===== src/rtl/seg_pkg.sv =====
// Shared constants, slot-phase type and leading-zero helper for the
// seven-segment scan controller.
package seg_pkg;

  localparam logic [6:0] SEG_ALL_OFF = 7'h7f;
  localparam logic [7:0] DIG_ALL_OFF = 8'hff;
  localparam int unsigned MAX_DIGITS = 8;

  typedef enum logic {
    PH_GUARD,
    PH_ACTIVE
  } slot_phase_e;

  // Bit i set when digit i is a leading zero: i > 0 and nibbles
  // i..num_digits-1 of value are all zero. Digit 0 is never flagged.
  function automatic logic [7:0] lz_mask(input logic [31:0] value,
                                         input int unsigned num_digits);
    logic [7:0]  mask;
    logic        zero_above;
    int unsigned i;
    mask       = '0;
    zero_above = 1'b1;
    for (int unsigned k = 0; k < MAX_DIGITS; k++) begin
      i = MAX_DIGITS - 1 - k;
      if (i < num_digits) begin
        zero_above = zero_above & (value[4*i +: 4] == 4'h0);
        mask[i]    = zero_above & (i != 0);
      end
    end
    return mask;
  endfunction

endpackage


===== src/rtl/seven_segment_encoder.sv =====
// Hex nibble to common-anode segment pattern {dp, g..a}, all active-low.
// Holding rst_n low blanks every segment including the decimal point.
module seven_segment_encoder
  import seg_pkg::*;
(
  input  logic       rst_n,
  input  logic [3:0] data,
  input  logic       dp,
  output logic [7:0] seg_n
);

  always_comb begin
    seg_n = {1'b1, SEG_ALL_OFF};
    if (rst_n) begin
      seg_n[7] = ~dp;
      unique case (data)
        4'h0: seg_n[6:0] = 7'h40;
        4'h1: seg_n[6:0] = 7'h79;
        4'h2: seg_n[6:0] = 7'h24;
        4'h3: seg_n[6:0] = 7'h30;
        4'h4: seg_n[6:0] = 7'h19;
        4'h5: seg_n[6:0] = 7'h12;
        4'h6: seg_n[6:0] = 7'h02;
        4'h7: seg_n[6:0] = 7'h78;
        4'h8: seg_n[6:0] = 7'h00;
        4'h9: seg_n[6:0] = 7'h10;
        4'ha: seg_n[6:0] = 7'h08;
        4'hb: seg_n[6:0] = 7'h03;
        4'hc: seg_n[6:0] = 7'h46;
        4'hd: seg_n[6:0] = 7'h21;
        4'he: seg_n[6:0] = 7'h06;
        4'hf: seg_n[6:0] = 7'h0e;
      endcase
    end
  end

endmodule


===== src/rtl/seg_scan_ctrl.sv =====
// Time-multiplexed scan controller for common-anode seven-segment digits:
// guard time, leading-zero suppression, blink and frame-boundary commit.
module seg_scan_ctrl
  import seg_pkg::*;
#(
  parameter int unsigned NUM_DIGITS   = 8,
  parameter int unsigned SCAN_DIV     = 50000,
  parameter int unsigned GUARD        = 16,
  parameter int unsigned BLINK_FRAMES = 64
) (
  input  logic                  clk,
  input  logic                  rst,
  input  logic                  en,
  input  logic                  wr_en,
  input  logic [31:0]           wr_data,
  input  logic [3:0]            wr_be,
  input  logic                  lz_suppress,
  input  logic                  blink_en,
  input  logic [7:0]            dp_mask,
  output logic [NUM_DIGITS-1:0] digit_sel_n,
  output logic [6:0]            seg_n,
  output logic                  dp_n,
  output logic                  frame_pulse
);

  localparam int unsigned PW = $clog2(SCAN_DIV);
  localparam int unsigned IW = (NUM_DIGITS > 1) ? $clog2(NUM_DIGITS) : 1;
  localparam int unsigned BW = (BLINK_FRAMES > 1) ? $clog2(BLINK_FRAMES) : 1;

  localparam logic [PW-1:0] PRESC_LAST = PW'(SCAN_DIV - 1);
  localparam logic [PW-1:0] GUARD_END  = PW'(GUARD);
  localparam logic [IW-1:0] IDX_LAST   = IW'(NUM_DIGITS - 1);
  localparam logic [BW-1:0] BLINK_LAST = BW'(BLINK_FRAMES - 1);
  localparam logic [NUM_DIGITS-1:0] SEL_OFF = DIG_ALL_OFF[NUM_DIGITS-1:0];

  logic [PW-1:0]         presc_q, presc_d;
  logic [IW-1:0]         idx_q, idx_d;
  logic [31:0]           pending_q, pending_d;
  logic [31:0]           display_q, display_d;
  logic [BW-1:0]         blink_cnt_q, blink_cnt_d;
  logic                  blink_ph_q, blink_ph_d;
  logic [NUM_DIGITS-1:0] digit_sel_n_q, digit_sel_n_d;
  logic [6:0]            seg_n_q, seg_n_d;
  logic                  dp_n_q, dp_n_d;
  logic                  frame_pulse_q, frame_pulse_d;

  logic                  slot_end;
  logic                  frame_wrap;
  slot_phase_e           phase;
  logic [7:0]            lz_bits;
  logic [3:0]            nibble;
  logic [NUM_DIGITS-1:0] sel_n;
  logic                  dp_sel;
  logic                  lz_sel;
  logic                  blank;
  logic                  enc_rst_n;
  logic [7:0]            enc_seg;

  always_comb begin
    pending_d = pending_q;
    if (wr_en) begin
      for (int unsigned b = 0; b < 4; b++) begin
        if (wr_be[b]) begin
          pending_d[8*b +: 8] = wr_data[8*b +: 8];
        end
      end
    end
  end

  // The commit takes pending_d so a write landing on the wrap cycle is shown.
  always_comb begin
    slot_end    = en && (presc_q == PRESC_LAST);
    frame_wrap  = slot_end && (idx_q == IDX_LAST);
    presc_d     = presc_q;
    idx_d       = idx_q;
    display_d   = display_q;
    blink_cnt_d = blink_cnt_q;
    blink_ph_d  = blink_ph_q;
    if (!en) begin
      presc_d = '0;
      idx_d   = '0;
    end else if (slot_end) begin
      presc_d = '0;
      idx_d   = frame_wrap ? '0 : idx_q + 1'b1;
    end else begin
      presc_d = presc_q + 1'b1;
    end
    if (frame_wrap) begin
      display_d = pending_d;
      if (blink_cnt_q == BLINK_LAST) begin
        blink_cnt_d = '0;
        blink_ph_d  = ~blink_ph_q;
      end else begin
        blink_cnt_d = blink_cnt_q + 1'b1;
      end
    end
  end

  assign lz_bits = lz_mask(display_q, NUM_DIGITS);

  always_comb begin
    nibble = '0;
    sel_n  = SEL_OFF;
    dp_sel = 1'b0;
    lz_sel = 1'b0;
    for (int unsigned i = 0; i < NUM_DIGITS; i++) begin
      if (idx_q == IW'(i)) begin
        nibble   = display_q[4*i +: 4];
        sel_n[i] = 1'b0;
        dp_sel   = dp_mask[i];
        lz_sel   = lz_bits[i];
      end
    end
  end

  assign blank     = (lz_suppress & lz_sel) | (blink_en & blink_ph_q);
  assign enc_rst_n = ~blank;
  assign phase     = (presc_q < GUARD_END) ? PH_GUARD : PH_ACTIVE;

  seven_segment_encoder u_enc (
    .rst_n (enc_rst_n),
    .data  (nibble),
    .dp    (dp_sel),
    .seg_n (enc_seg)
  );

  always_comb begin
    digit_sel_n_d = SEL_OFF;
    seg_n_d       = SEG_ALL_OFF;
    dp_n_d        = 1'b1;
    frame_pulse_d = 1'b0;
    if (en) begin
      frame_pulse_d = frame_wrap;
      if (phase == PH_ACTIVE) begin
        digit_sel_n_d = sel_n;
        seg_n_d       = enc_seg[6:0];
        dp_n_d        = enc_seg[7];
      end
    end
  end

  always_ff @(posedge clk) begin
    if (rst) begin
      presc_q       <= '0;
      idx_q         <= '0;
      pending_q     <= '0;
      display_q     <= '0;
      blink_cnt_q   <= '0;
      blink_ph_q    <= 1'b0;
      digit_sel_n_q <= SEL_OFF;
      seg_n_q       <= SEG_ALL_OFF;
      dp_n_q        <= 1'b1;
      frame_pulse_q <= 1'b0;
    end else begin
      presc_q       <= presc_d;
      idx_q         <= idx_d;
      pending_q     <= pending_d;
      display_q     <= display_d;
      blink_cnt_q   <= blink_cnt_d;
      blink_ph_q    <= blink_ph_d;
      digit_sel_n_q <= digit_sel_n_d;
      seg_n_q       <= seg_n_d;
      dp_n_q        <= dp_n_d;
      frame_pulse_q <= frame_pulse_d;
    end
  end

  assign digit_sel_n = digit_sel_n_q;
  assign seg_n       = seg_n_q;
  assign dp_n        = dp_n_q;
  assign frame_pulse = frame_pulse_q;

endmodule


===== config.mk =====
export PLATFORM = sky130hd
export DESIGN_NAME = seg_scan_ctrl
export DESIGN_NICKNAME = d
export VERILOG_FILES = /design/src/rtl/seg_pkg.sv /design/src/rtl/seven_segment_encoder.sv /design/src/rtl/seg_scan_ctrl.sv
export SDC_FILE = /design/constraint.sdc
export NUM_CORES = 1
export LEC_CHECK = 0
export ABC_AREA = 1
export CORE_ASPECT_RATIO = 0.5
export CORE_UTILIZATION = 45
export DETAILED_ROUTE_END_ITERATION = 8
export DONT_BUFFER_PORTS = 1
export GPL_ROUTABILITY_DRIVEN = 0
export HOLD_SLACK_MARGIN = 0.1
export PLACE_DENSITY_LB_ADDON = 0.15
export SYNTH_ARGS = -nofsm -noshare
export SYNTH_HDL_FRONTEND = slang
export SYNTH_HIERARCHICAL = 1
export SYNTH_SLANG_ARGS = --single-unit

===== constraint.sdc =====
create_clock -name clk -period 4.8 [get_ports clk]
set_input_delay 1.44 -clock clk [delete_from_list [all_inputs] [get_ports clk]]
set_output_delay 1.44 -clock clk [all_outputs]
set_load 0.01 [all_outputs]

==> reports/results.ini, run 1 <==
[placement]
pre_cts_slack_ns=1.67
place_inst=726
portBuffers=0
postPlaceCellArea_um2=4940
hpwl_um=7270

[critical_path]
critical_path_buf_inv_count=5
cp-start-kind=flop
max_stage_delay_ns=0.36
worstSetupPathType=reg -> reg
crit_required_ns=5.03
crit_path_end_kind=flop
crit_chain=inv_1 -> ha_1 -> inv_1 -> nor2_1 -> nand2_1 -> a31oi_1 -> o22ai_1 -> a21oi_1 -> nor2_1 -> a21oi_1 -> inv_1 -> ha_1 -> inv_1 -> nand2_1 -> nand2_1 -> nand2_1 -> nand3_1 -> inv_1 -> nand2_1
cp_max_fo=7
critPathArrivalTime_ns=3.31
cp_slowest_cell=nor2_1
critical-path-top-delay-family=simple AND/OR/NAND/NOR gates

[global_routing]
antenna_found_initial=0
grt_pass1_wl_um=16200
grt_pass1_vias=3359
grtUsageTotal=0.185
grt_overflow=0
grt_max_degree=37

[routing]
viasPerCell=5.08
firstDrtPassIters=4
wl_per_cell_um=13.3
route.detailed.drc=0
vias=3755
routed_wirelength_um=9830
drtAntennaViolNets=0
drtIter0Drc=246

[clocking]
ctsHoldBuffers=0
root_buffer=clkbuf_16
clock_sinks=107
clk_pin_slew_ns=0.06
cts.repair.resized=0
htreeDepth=3
clock_path_buffers=2
post_cts_buffers=0
clk_latency_ns=0.34
cts_buffers=9
cts_tree=yes

[layout]
final_cells=739
drive_gt1_frac=0.0684
area.growth.synth_to_final_pct=7.93
nets=662
insertedDiodeCount=0
fin_area_um2=5250
final_util=0.507

[timing]
worst_slack_ns=1.72
period_needed_ns=3.08
slew_headroom=0.327
worstMarginPinSlew_ns=0.999
hold_viol=0
maxSlewViolCount=0
fin_crit_sh=0.641
fin_skew_ns=0.00570
finalSetupViolCount=0
rsz0062_at_grt=no
clock.fmax_mhz=325
setup_tns_ns=0

[power]
p_clk_frac=0.445
peakVddDrop_mv=0.161
cellPowerDensity_nw_per_um2=329
p_seq_frac=0.523
p_comb_frac=0.031
leakage_uw=0.00239
p_sw_uw=345
p_int_uw=1380
swShare=0.200

[floorplanning]
die_w_um=149
rows=26
io_pins=67
dieArea_um2=11200
start_util=0.470
die_h_um=75.5
coreArea_um2=10300

[yosys]
synth_area_per_cell_um2=8.04
netlist-cell-type-count=44
yosysSeqAreaShare=0.441
netlist_instances=605
yosysWarnings=6
synth_seq_cells=107
netlist_area_um2=4860
synthesis.nets=670

[job]
drv_cap=0

[min_path]
hold_class=reg -> reg

[run_status]
status=finished, final reports clean

## state kept, by name (all words and copies together), names as in the netlist
name and count:
blink_cnt_q 6, blink_ph_q 1, digit_sel_n 8, display_q 32, dp_n 1, frame_pulse 1
idx_q 3, pending_q 32, presc_q 16, seg_n 7
## cell usage after synthesis (all sizes together)
cell	instances	area share
nand2	140	0.11
dfxtp	107	0.44
nor2	65	0.058
inv	64	0.049
nand3	36	0.039
mux2i	32	0.066
a21oi	31	0.032
o21ai	19	0.020
o211a	17	0.035
ha	15	0.039
nor3	14	0.021
buf	13	0.017
clkbuf	9	0.0069
nor3b	6	0.010
o211ai	6	0.0093
a31oi	5	0.0064
nand4	5	0.0064
nor4	5	0.0077
o21a	3	0.0046
o22ai	3	0.0039
a211oi	1	0.0015
a21boi	1	0.0015
a22oi	1	0.0015
a31o	1	0.0018
a41oi	1	0.0018
clkinv	1	0.00077
o21bai	1	0.0015
o22a	1	0.0018
xnor2	1	0.0018
xor2	1	0.0018
## worst min-delay path: stages, from the launching register on
cell	delay, ns
dfxtp_1	0.31
inv_1	0.07
a21oi_1	0.06
## cells by family after synthesis
| logic type | after synthesis | share of synthesized area |
|---|---|---|
| and+or+nand+nor | 271 | 0.255 |
| DFF | 107 | 0.441 |
| AOI/OAI and AO/OA | 91 | 0.122 |
| buffers and inverters | 87 | 0.0741 |
| muxes | 32 | 0.0659 |
| adders and majority gates | 15 | 0.0386 |
| xor gates and xnor gates | 2 | 0.00360 |
## power by group through the flow
stage	sequential, uW	clock [uW]	combinational (uW)
detailed placement	925	0	54.9
global placement	925	0	54.9
CTS	905	789	55.2
finish	905	770	53.9
global route	905	819	61.5
floorplan	924	0	47.9
## routing by layer
layer | wire length, um | vias to the layer above | GRT usage
li1 | - | 1979 | -
met1 | 4890 | 1706 | 0.239
met2 | 4400 | 60 | 0.307
met3 | 451 | 10 | 0.0503
met4 | 87 | 0 | 0.0544
met5 | 0 | - | 0
## metrics by stage
stage / hold WS (ns) / total power [uW]
floorplan: 0.429 / 972
global placement: 0.449 / 980
detailed placement: 0.456 / 980
CTS: 0.471 / 1750
global route: 0.499 / 1790
finish: 0.471 / 1730
## final cells by class
class / instances / area, um2
clock buffers: 10 / 239
clock inverters: 3 / 65.1
fillers: 1006 / 5100
inverters: 65 / 244
multi-input cells: 411 / 2360
flip-flops and latches: 107 / 2140
well taps: 140 / 175
repair buffers: 3 / 22.5
## placed cells by master (no fill, tap or decap), types with 2 or more instances in the layout
| master | count |
|---|---|
| nand2_1 | 135 |
| dfxtp_1 | 107 |
| inv_1 | 60 |
| nor2_1 | 58 |
| nand3_1 | 34 |
| mux2i_1 | 32 |
| a21oi_1 | 31 |
| o211a_1 | 17 |
| o21ai_0 | 16 |
| ha_1 | 15 |
| nor3_1 | 10 |
| clkbuf_16 | 9 |
| o211ai_1 | 6 |
| a31oi_1 | 5 |
| nand4_1 | 5 |
| nor2_2 | 5 |
| nor3b_1 | 5 |
| nor4_1 | 4 |
| inv_2 | 4 |
| o22ai_1 | 3 |
| nand2_2 | 3 |
| o21a_1 | 3 |
| o21ai_1 | 3 |
| buf_4 | 3 |
| nor3_2 | 2 |
| nand3_2 | 2 |
| nor3_4 | 2 |
| nand2_4 | 2 |
| bufinv_16 | 2 |
## final timing paths
kind	cells past startpoint	endpoint	from	slack, ns
max	19	seg_n[3]$_SDFF_PP1_	idx_q[1]$_SDFFE_PP0P_	1.72
min	2	display_q[22]$_SDFFE_PP0P_	display_q[22]$_SDFFE_PP0P_	0.47
min reg2reg	2	display_q[22]$_SDFFE_PP0P_	display_q[22]$_SDFFE_PP0P_	0.47
max reg2reg	19	seg_n[3]$_SDFF_PP1_	idx_q[1]$_SDFFE_PP0P_	1.72
(Power assumes the default switching activity.)
==> run 2, diff against run 1 <==
Clock period 4.8 ns to 3.2 ns, I/O delays scaled along.
==> run 2 against run 1 <==
Against the previous run:
- hold slack worse by 0.0049 ns
- clock-buffer cell count stayed put
- via count is 0.56% higher
- setup slack worse by 1.3 ns
- combinational power is 46% higher
- non-clock buffer count is 5 higher
- global-route usage hardly changed
- sequential share of layout area is 0.17 points lower
- total power is 43% higher
- core utilization is 0.22 points higher
- clock skew is 0.0088 ns higher
- flip-flop and latch count stayed put
- critical endpoint unchanged
==> reports/results.ini, run 2 (synthesis results as in run 1) <==
[floorplanning]
dieArea_um2=11200  ; unchanged
die_h_um=75.5  ; unchanged
start_util=0.470  ; unchanged
die_w_um=149  ; unchanged
coreArea_um2=10300  ; unchanged
rows=26  ; unchanged
io_pins=67  ; unchanged

[clocking]
post_cts_buffers=0  ; unchanged
clk_latency_ns=0.35  ; about the same
ctsHoldBuffers=0  ; unchanged
clock_sinks=107  ; unchanged
cts_buffers=9  ; unchanged
clk_pin_slew_ns=0.08  ; +0.02 ns
cts.repair.resized=0  ; unchanged
clock_path_buffers=2  ; unchanged
root_buffer=clkbuf_16
htreeDepth=3  ; unchanged
cts_tree=yes

[power]
cellPowerDensity_nw_per_um2=470  ; +43%
peakVddDrop_mv=0.253  ; +57%
leakage_uw=0.00240  ; +0.49%

[layout]
final_util=0.509  ; +0.00218
n_fill_cell=1010  ; +0.40%
layout_commonest_cell=nand2_1
final_cell_mix=135 x nand2_1, 107 x dfxtp_1, 60 x inv_1
top_regs=display_q x32, pending_q x32, presc_q x16
insertedDiodeCount=0  ; unchanged
register_area_um2=2140  ; unchanged
nets=667  ; +0.76%
area.growth.synth_to_final_pct=8.39
multi_input_area_um2=2360  ; unchanged
drive_gt1_frac=0.0791  ; +0.0106

[timing]
fin_skew_ns=0.0145  ; +0.00884 ns
worstMarginPinSlew_ns=0.757  ; -0.241 ns
hold_viol=0  ; unchanged
maxSlewViolCount=0  ; unchanged
rsz0062_at_grt=no
slew_headroom=0.492  ; +0.165
period_needed_ns=2.75  ; -0.333 ns
setup_tns_ns=0  ; unchanged
clock.fmax_mhz=364  ; +12%
fin_crit_sh=0.858  ; +0.217
finalSetupViolCount=0  ; unchanged

[critical_path]
critical_path_buf_inv_count=5  ; unchanged
crit_chain=inv_1 -> ha_1 -> inv_1 -> nor2_1 -> nand2_1 -> a31oi_1 -> o22ai_1 -> nand2_1 -> o211ai_1 -> a22oi_1 -> inv_1 -> ha_1 -> inv_1 -> nand2_1 -> nand2_1 -> nand2_1 -> nand3_1 -> inv_1 -> nand2_1
crit_path_end_kind=flop
cp-start-kind=flop
critPathArrivalTime_ns=2.99  ; -0.32 ns
cpMostUsedCell=nand2_1
cp_slowest_cell=nor2_1
worstSetupPathType=reg -> reg
critical-path-top-delay-family=simple AND/OR/NAND/NOR gates
cp_max_fo=7  ; unchanged
crit_required_ns=3.44  ; -1.59 ns
max_stage_delay_ns=0.34  ; -0.02 ns

[routing]
firstDrtPassIters=4  ; unchanged
route.detailed.drc=0  ; unchanged
drtAntennaViolNets=0  ; unchanged
vias=3776  ; +0.56%
routed_wirelength_um=9930  ; +1.0%
drtIter0Drc=158  ; -36%
viasPerCell=5.05  ; -0.52%
wl_per_cell_um=13.3  ; about the same

[global_routing]
grt_pass1_vias=3452  ; +2.8%
antenna_found_initial=0  ; unchanged
grtUsageTotal=0.185  ; +0.000229
grt_pass1_wl_um=16300  ; +0.51%
grt_overflow=0  ; unchanged
grt_max_degree=37  ; unchanged

[run_status]
status=finished, final reports clean

[placement]
portBuffers=0  ; unchanged
hpwl_um=7430  ; +2.2%

[job]
drv_cap=0  ; unchanged

[min_path]
hold_class=reg -> reg

==> run 2: path summary, 6_finish.rpt <==
check | start | endpoint | slack [ns] | depth (start not counted)
setup / recovery | idx_q[1]$_SDFFE_PP0P_ | seg_n[3]$_SDFF_PP1_ | 0.45 | 19
hold reg to reg | presc_q[0]$_SDFF_PP0_ | presc_q[0]$_SDFF_PP0_ | 0.47 | 1
setup reg to reg | idx_q[1]$_SDFFE_PP0P_ | seg_n[3]$_SDFF_PP1_ | 0.45 | 19
hold / removal | presc_q[0]$_SDFF_PP0_ | presc_q[0]$_SDFF_PP0_ | 0.47 | 1
==> run 2: area by class of cell <==
type | instances | share of cell area
clock inverter | 6 | 0.00902
inverter | 65 | 0.0463
timing repair buffer | 8 | 0.0138
clock buffer | 10 | 0.0434
tap | 140 | 0.0332
multi-input combinational | 411 | 0.448
sequential | 107 | 0.406
==> run 2: report_power, final <==
part,internal [uW],total (uW),switching (uW)
clock,537,1040,504
combinational,31.2,78.8,47.7
sequential,1350,1360,5.67
total,1920,2480,557
==> run 2: stage by stage <==
stage | total power, uW | instance area (um2) | hold WS (ns) | cells | setup WS, ns
floorplan | 1460 | 4860 | 0.429 | 605 | 0.646
global placement | 1470 | 4990 | 0.447 | 731 | 0.596
detailed placement | 1470 | 4990 | 0.455 | 731 | 0.481
CTS | 2520 | 5270 | 0.473 | 747 | 0.461
global route | 2590 | 5270 | 0.501 | 747 | 0.126
finish | 2480 | 5270 | 0.466 | 747 | 0.455
==> run 2: worst register-to-register path, cell delays in order (launching register included) <==
cell and delay (ns):
dfxtp_1 0.33, inv_1 0.10, ha_1 0.17, inv_1 0.10, nor2_1 0.34, nand2_1 0.10, a31oi_1 0.22, o22ai_1 0.10
nand2_1 0.07, o211ai_1 0.10, a22oi_1 0.20, inv_1 0.14, ha_1 0.31, inv_1 0.04, nand2_1 0.04, nand2_1 0.05
nand2_1 0.05, nand3_1 0.06, inv_1 0.08, nand2_1 0.04
==> run 2: metal layers <==
layer / vias to the layer above / global-route usage / wire (um)
li1: 2000 / - / -
met5: - / 0 / 0
met3: 13 / 0.0551 / 389
met1: 1709 / 0.242 / 5030
met4: 0 / 0.0465 / 82
met2: 54 / 0.303 / 4430
==> run 3, diff against run 2 <==
Settings changed: CORE_MARGIN set to 2.
==> run 3 against run 2 <==
Against the previous run:
- flip-flop and latch count is the same
- first-iteration DRC count is 9.5% higher
- global-route usage shrank 0.36 points
- sequential power about the same
- critical endpoint unchanged
- largest cell class unchanged
==> reports/results.ini, run 3 (synthesis results as in run 1) <==
[run_status]
status=finished, final reports clean

[routing]
route.detailed.drc=0  ; unchanged
vias=3770  ; -0.16%
drtIter0Drc=173  ; +9.5%
wl_per_cell_um=13.4  ; +0.98%
routed.top_layer=met4
firstDrtPassIters=5  ; +1
route.met3.wl_um=496  ; +28%
viasPerCell=5.05  ; -0.16%
routed_wirelength_um=10000  ; +0.98%
met1Wirelength_um=4940  ; -1.8%
wl_met2_um=4560  ; +3.0%
drtAntennaViolNets=0  ; unchanged

[global_routing]
grt_overflow=0  ; unchanged
grt_max_degree=51  ; +38%
grt_pass1_wl_um=16800  ; +3.0%
grtUsageTotal=0.181  ; -0.00356
grt_pass1_vias=3536  ; +2.4%
antenna_found_initial=0  ; unchanged

[layout]
n_fill_cell=1016  ; +0.59%
top_regs=display_q x32, pending_q x32, presc_q x16
final_cell_mix=135 x nand2_1, 107 x dfxtp_1, 60 x inv_1
drive_gt1_frac=0.0774  ; -0.00165
multi_input_area_um2=2360  ; unchanged
area.growth.synth_to_final_pct=8.03
fin_area_um2=5250  ; -0.33%
layout_commonest_cell=nand2_1
final_util=0.508  ; -0.00169
register_area_um2=2140  ; unchanged
nets=667  ; unchanged
insertedDiodeCount=0  ; unchanged

[timing]
period_needed_ns=2.72  ; -0.0213 ns
finalSetupViolCount=0  ; unchanged
clock.fmax_mhz=367  ; +0.78%
fin_skew_ns=0.00903  ; -0.00552 ns
rsz0062_at_grt=no
fin_crit_sh=0.851  ; -0.00665
maxSlewViolCount=0  ; unchanged
setup_tns_ns=0  ; unchanged
hold_viol=0  ; unchanged
slew_headroom=0.520  ; +0.0277
worstMarginPinSlew_ns=0.716  ; -0.0413 ns

[clocking]
ctsHoldBuffers=0  ; unchanged
post_cts_buffers=0  ; unchanged
cts_tree=yes
cts.repair.resized=0  ; unchanged
clock_path_buffers=2  ; unchanged
root_buffer=clkbuf_16
clock_sinks=107  ; unchanged
htreeDepth=3  ; unchanged
clk_latency_ns=0.35  ; about the same
clk_pin_slew_ns=0.07  ; about the same
cts_buffers=9  ; unchanged

[critical_path]
cp-start-kind=flop
worstSetupPathType=reg -> reg
cp_max_fo=7  ; unchanged
crit_required_ns=3.43  ; about the same
crit_path_end_kind=flop
critPathArrivalTime_ns=2.96  ; -0.03 ns

[job]
drv_cap=0  ; unchanged

[power]
leakage_uw=0.00239  ; -0.27%
cellPowerDensity_nw_per_um2=469  ; -0.25%
peakVddDrop_mv=0.247  ; -2.4%

[placement]
postPlaceCellArea_um2=4980  ; -0.25%
hpwl_um=7450  ; +0.35%
portBuffers=0  ; unchanged

[floorplanning]
coreArea_um2=10300  ; unchanged
die_h_um=77.5  ; +2.6%
io_pins=67  ; unchanged
die_w_um=151  ; +1.3%
start_util=0.470  ; unchanged
dieArea_um2=11700  ; +4.0%
rows=26  ; unchanged

[min_path]
hold_class=reg -> reg

[run 3: cell count changes in the layout (fill, tap and decap cells not counted)]
| cell | previous run | this run |
|---|---|---|
| clkbuf_1 | 1 | 2 |
| clkinv_4 | 1 | 2 |
| buf_12 | 1 | 0 |
| buf_4 | 7 | 8 |
| inv_6 | 3 | 1 |
[run 3: per-layer routing]
layer | up-vias | global-route usage
met5 | - | 0
met4 | 0 | 0.0533
met3 | 2 | 0.0547
met2 | 52 | 0.291
met1 | 1718 | 0.237
li1 | 1998 | -
[run 3: stage by stage]
stage	hold slack, ns	instances	power, uW	setup WS [ns]
after detailed placement	0.459	731	1470	0.508
after global placement	0.449	731	1470	0.600
final	0.469	747	2460	0.476
after global routing	0.485	747	2560	0.151
after CTS	0.472	747	2510	0.492
after floorplan	0.429	605	1460	0.646
[run 3: area by class of cell]
class	count	share of cell area
multi-input combinational	411	0.449
sequential	107	0.408
inverter	65	0.0465
clock buffer	11	0.0443
tap	140	0.0333
timing repair buffer	8	0.0114
clock inverter	5	0.00738
[run 3: power by group]
group	leakage (uW)	switching, uW	internal [uW]
logic	0.00140	47.6	31.1
registers	0.000867	5.49	1350
clock network	0.000130	493	533
[run 3: worst max-delay path: stages (launching register included)]
cell and delay, ns:
dfxtp_1 0.33, inv_1 0.10, ha_1 0.18, inv_1 0.10, nor2_1 0.33, nand2_1 0.10
a31oi_1 0.19, o22ai_1 0.09, nand2_1 0.08, o211ai_1 0.09, a22oi_1 0.19, inv_1 0.15
ha_1 0.32, inv_1 0.04, nand2_1 0.05, nand2_1 0.05, nand2_1 0.05, nand3_1 0.06
inv_1 0.07, nand2_1 0.04
[run 3: path summary, 6_finish.rpt]
| path | from | end | slack [ns] | cells past startpoint |
|---|---|---|---|---|
| setup / recovery | idx_q[1]$_SDFFE_PP0P_ | seg_n[3]$_SDFF_PP1_ | 0.48 | 19 |
| hold / removal | display_q[22]$_SDFFE_PP0P_ | display_q[22]$_SDFFE_PP0P_ | 0.47 | 2 |
| setup reg to reg | idx_q[1]$_SDFFE_PP0P_ | seg_n[3]$_SDFF_PP1_ | 0.48 | 19 |
| hold reg to reg | display_q[22]$_SDFFE_PP0P_ | display_q[22]$_SDFFE_PP0P_ | 0.47 | 2 |
